--- config.mk ---
export PLATFORM = sky130hd
export DESIGN_NAME = dot_product_acc
export DESIGN_NICKNAME = d
export VERILOG_FILES = /design/src/rtl/dot_product_acc.sv
export SDC_FILE = /design/constraint.sdc
export NUM_CORES = 1
export LEC_CHECK = 0
export CORE_ASPECT_RATIO = 0.5
export CORE_MARGIN = 2
export CORE_UTILIZATION = 53
export DETAILED_ROUTE_END_ITERATION = 8
export GPL_ROUTABILITY_DRIVEN = 0
export GPL_TIMING_DRIVEN = 0
export PLACE_DENSITY = 0.83
export SLEW_MARGIN = 20
export SYNTH_ARGS = -nofsm -noshare
export SYNTH_HDL_FRONTEND = slang
export SYNTH_SLANG_ARGS = --single-unit
--- constraint.sdc ---
create_clock -name clk -period 4.2 [get_ports clk]
set_input_delay 0.84 -clock clk [delete_from_list [all_inputs] [get_ports clk]]
set_output_delay 0.84 -clock clk [all_outputs]
set_load 0.05 [all_outputs]
--- src/rtl/dot_product_acc.sv ---
// Streaming accumulator for a dot product: sums len unsigned 64-bit products
// into an ACC_W-bit register and presents the total on a valid/ready output.
module dot_product_acc #(
    parameter int ACC_W = 72,
    parameter int LEN_W = 8
) (
    input  logic             clk,
    input  logic             rst_n,
    input  logic             start,
    input  logic [LEN_W-1:0] len,
    input  logic             in_valid,
    input  logic [63:0]      in_prod,
    output logic             in_ready,
    output logic             out_valid,
    output logic [ACC_W-1:0] out_sum,
    input  logic             out_ready,
    output logic             busy,
    output logic             overflow,
    output logic [1:0]       dbg_state
);

    // Handshakes: a transfer happens on a rising edge where valid and ready are
    // both high; ready never depends on the partner's valid.
    typedef enum logic [1:0] {
        IDLE  = 2'd0,
        ACCUM = 2'd1,
        DONE  = 2'd2
    } state_t;

    state_t           state_q, state_d;
    logic [ACC_W-1:0] acc_q, acc_d;
    logic [LEN_W-1:0] rem_q, rem_d;
    logic             ovf_q, ovf_d;
    logic [ACC_W:0]   sum_w;

    // One extra bit on the adder captures the carry out of the accumulator.
    assign sum_w = {1'b0, acc_q} + {{(ACC_W + 1 - 64){1'b0}}, in_prod};

    always_ff @(posedge clk or negedge rst_n) begin
        if (!rst_n) begin
            state_q <= IDLE;
            acc_q   <= '0;
            rem_q   <= '0;
            ovf_q   <= 1'b0;
        end else begin
            state_q <= state_d;
            acc_q   <= acc_d;
            rem_q   <= rem_d;
            ovf_q   <= ovf_d;
        end
    end

    always_comb begin
        state_d = state_q;
        acc_d   = acc_q;
        rem_d   = rem_q;
        ovf_d   = ovf_q;
        case (state_q)
            IDLE: begin
                if (start) begin
                    acc_d   = '0;
                    ovf_d   = 1'b0;
                    rem_d   = len;
                    state_d = (len != '0) ? ACCUM : DONE;
                end
            end
            ACCUM: begin
                if (in_valid) begin
                    acc_d = sum_w[ACC_W-1:0];
                    if (sum_w[ACC_W]) begin
                        ovf_d = 1'b1;
                    end
                    rem_d = rem_q - LEN_W'(1);
                    if (rem_q == LEN_W'(1)) begin
                        state_d = DONE;
                    end
                end
            end
            DONE: begin
                if (out_ready) begin
                    state_d = IDLE;
                end
            end
            default: begin
                state_d = IDLE;
            end
        endcase
    end

    assign in_ready  = (state_q == ACCUM);
    assign out_valid = (state_q == DONE);
    assign busy      = (state_q != IDLE);
    assign out_sum   = acc_q;
    assign overflow  = ovf_q;
    assign dbg_state = state_q;

endmodule
==> run_results.csv <==
group,metric,value,unit
setup_path,cp.arrival,4.25,ns
floorplanning,initial_core_util,54.1,%
status,outcome,"completed",
global_routing,met2_usage,50.1,%
placed_design,place_hpwl,17000,um
synth,avgSynthCellArea,7.92,um^2
global_routing,overflow,0,
global_routing,grt_util_met3,5.72,%
routing,wl_per_cell,17.6,um
clock_tree,cts_setup_buffers,0,
setup_path,path_buf_inv,1,
global_routing,grt_pass1_vias,7287,
routing,vias_per_cell,6.18,
placed_design,placed_cells,1254,
final_layout,fin_nets,1233,
sta,fin_crit,4.02,ns
clock_tree,cts_htree_levels,3,
setup_path,r2r_slack,0.68,ns
final_layout,antennaDiodeCount,0,
final_layout,drive_above_1_share,5.12,%
synth,synth_edf_count,0,
final_layout,post-route-cell-area,9450,um^2
min_path,holdCritPathClass,"in -> async",
sta,holdWs,0.496,ns
setup_path,end_kind,"register",
clock_tree,worstSkewPairLatency,0.36,ns
setup_path,required,4.43,ns
floorplanning,die_area,14800,um^2
sta,setup_viol,0,
setup_path,crit_family,"compound AO/OA/AOI/OAI gates",
synth,ys_ff_latch,83,
sta,timing.final.crit_share,95.6,%
synth,synth_warnings,0,
clock_tree,numClockSinks,83,
routing,vias,7852,
setup_path,crit_path_end,"out_sum[60]",
global_routing,grt_max_degree,47,
clock_tree,clockBufferDepth,2,
floorplanning,rows,30,
floorplanning,ios,155,
routing,first_iter_violations,678,
placed_design,io_buffers,154,
global_routing,grt_pass1_wl,35600,um
routing,drt_pass1_iterations,7,
global_routing,antenna_found_initial,1,
setup_path,start_kind,"input port",
clock_tree,root_buffer,"clkbuf_16",
setup_path,r2r.worst_path.cells,11,
clock_tree,cts_hold_buf,0,
synth,syn_area,7310,um^2
clock_tree,clk_pin_slew_worst_paths,0.07,ns
clock_tree,cts_tree,"yes",
setup_path,cp.depth,12,
global_routing,grt.total_usage,30.1,%
setup_path,criticalPathCategory,"in -> reg",
sta,setup_tns,0,ns
setup_path,path_cells,"clkdlybuf4s50_1 -> ha_1 -> fa_1 -> a21o_1 -> a221oi_2 -> o211a_2 -> o22ai_2 -> o21bai_2 -> a211oi_1 -> o311ai_1 -> mux2i_1 -> nand2_1",
setup_path,crit-reg2reg-launch,"out_sum[0]",
sta,rsz0062_at_grt,"no",
setup_path,critPathMaxStageDelay,0.43,ns
clock_tree,cts_buffers,9,
floorplanning,core_area,13500,um^2
sta,worst_slack,0.184,ns
pwr,power,7.32,mW
pwr,power.density,775,nW/um^2
sta,maxSlewHeadroom,53.0,%
final_layout,area.growth.synth_to_final,29.2,%
final_layout,fin_cells,1270,
placed_design,dpl_cell_area,9090,um^2
floorplanning,die_w,170,um
synth,ys.flop_type,"dfrtp_1",
synth,synthCells,923,
synth,synth_nets,1067,
setup_path,crit_fanout,4,
placed_design,pre_cts_ws,-0.347,ns
synth,yosysSeqAreaShare,28.4,%
global_routing,use_met1,40.2,%
global_routing,top_usage_layer,"met2",
sta,drv_slew,0,
sta,tightest_slew,0.700,ns
setup_path,reg2reg_to,"out_sum[60]",
floorplanning,die_h,87.1,um
routing,routed_wl,22300,um
setup_path,worstSetupStartpoint,"in_prod[0]",
pwr,irDropWorstVdd,0.000336,V
sta,clock_skew,0.0115,ns
setup_path,slowest_stage,"o311ai_1",
sta,max_freq,249,MHz
job,cap_violations,0,
routing,drc,0,
synth,synth_cell_types,74,
sta,finalHoldViolCount,0,
routing,ant_nets,0,
pwr,leakagePower,4.11,nW
final_layout,fin_util,69.9,%
synth,async_flop_share,100,%
placed cells by master, fill, tap and decap left out, types with 14 or more instances in the layout:
cell / instances
xor2_1: 25
nand4_1: 18
ha_1: 66
o21bai_1: 16
o21ai_0: 103
dfrtp_1: 83
nand3_1: 19
nand2_1: 145
inv_1: 17
nor2_1: 56
xnor2_1: 28
clkdlybuf4s50_1: 153
a21o_1: 36
a21oi_1: 99
clkbuf_1: 26
nor3_1: 14
buf_2: 15
flip-flops by register name (all words and copies together) (netlist names):
name,count
out_sum,72
overflow,1
rem_q,8
dbg_state,2
worst register-to-register path, delay by kind of cell, from the launching register on:
| family | cells | cell delay (ns) |
|---|---|---|
| compound gates | 7 | 2.00 |
| simple gates | 1 | 0.07 |
| fa+ha+maj | 2 | 0.65 |
| mux | 1 | 0.27 |
| flops | 1 | 0.40 |
metal layers:
metal	wire [um]	up-vias
met5	0	-
met4	425	0
met3	1820	43
met2	10300	359
met1	9760	3733
li1	-	3717
report_power, final:
group | leakage [nW] | switching, mW | internal [mW]
combinational | 2.87 | 3.21 | 1.75
clock | 0.170 | 0.380 | 0.587
sequential | 1.07 | 0.280 | 1.10
Yosys cell counts, drive strengths merged, types with 4 or more instances:
cell	count	area [um^2]
a221oi	4	41.3
nor2	57	216
nor4	7	50.1
xor2	25	219
nand3	19	95.1
nor3	16	90.1
o311ai	4	35.0
xnor2	28	245
a21oi	99	495
a211o	4	35.0
o211ai	5	37.5
nand4	21	150
ha	66	826
dfrtp	83	2080
mux2i	7	70.1
o21ai	108	544
o2111ai	5	50.0
a32o	4	40.0
or3	9	56.3
or2	4	25.0
clkbuf	26	97.6
a21o	36	270
a211oi	9	72.6
and3	8	50.1
buf	19	90.1
nand2b	8	50.1
o21bai	18	146
inv	17	63.8
nand2	145	544
o21a	5	37.5
a31oi	6	37.5
and2	8	50.1
worst min-delay path by stage:
stage                        start         end  slack (ns)  cells past startpoint
after floorplan           rem_q[6]    rem_q[6]        0.47                      2
after global placement    overflow    overflow        0.48                      1
after detailed placement  overflow    overflow        0.49                      1
after CTS                 overflow    overflow        0.51                      1
after global routing      overflow    overflow        0.52                      1
final                        rst_n  out_sum[0]        0.50                      1
cell families (layout without fill, tap and decap cells):
family / count (synthesis) / count (layout) / synth area share (%)
DFF: 83 / 83 / 28.4
AOI/OAI and AO/OA: 337 / 337 / 29.3
buffers and inverters: 63 / 234 / 3.49
muxes: 7 / 7 / 0.958
and+or+nand+nor: 313 / 313 / 20.0
xor gates and xnor gates: 53 / 53 / 6.35
adders and majority gates: 67 / 67 / 11.6
layout make-up:
cell class | count | area (um^2)
Multi-Input combinational cell | 777 | 4980
Buffer | 45 | 188
Timing Repair Buffer | 155 | 1560
Inverter | 18 | 67.6
Tap cell | 176 | 220
Sequential cell | 83 | 2080
Clock inverter | 7 | 125
Fill cell | 1086 | 4070
Clock buffer | 9 | 225
repair_timing:
action / in CTS / in global routing
pin swaps: 0 / 0
resized for setup: 1 / 1
setup endpoints to repair: 1 / 1
No activity file was read; power rests on OpenSTA's default activity.
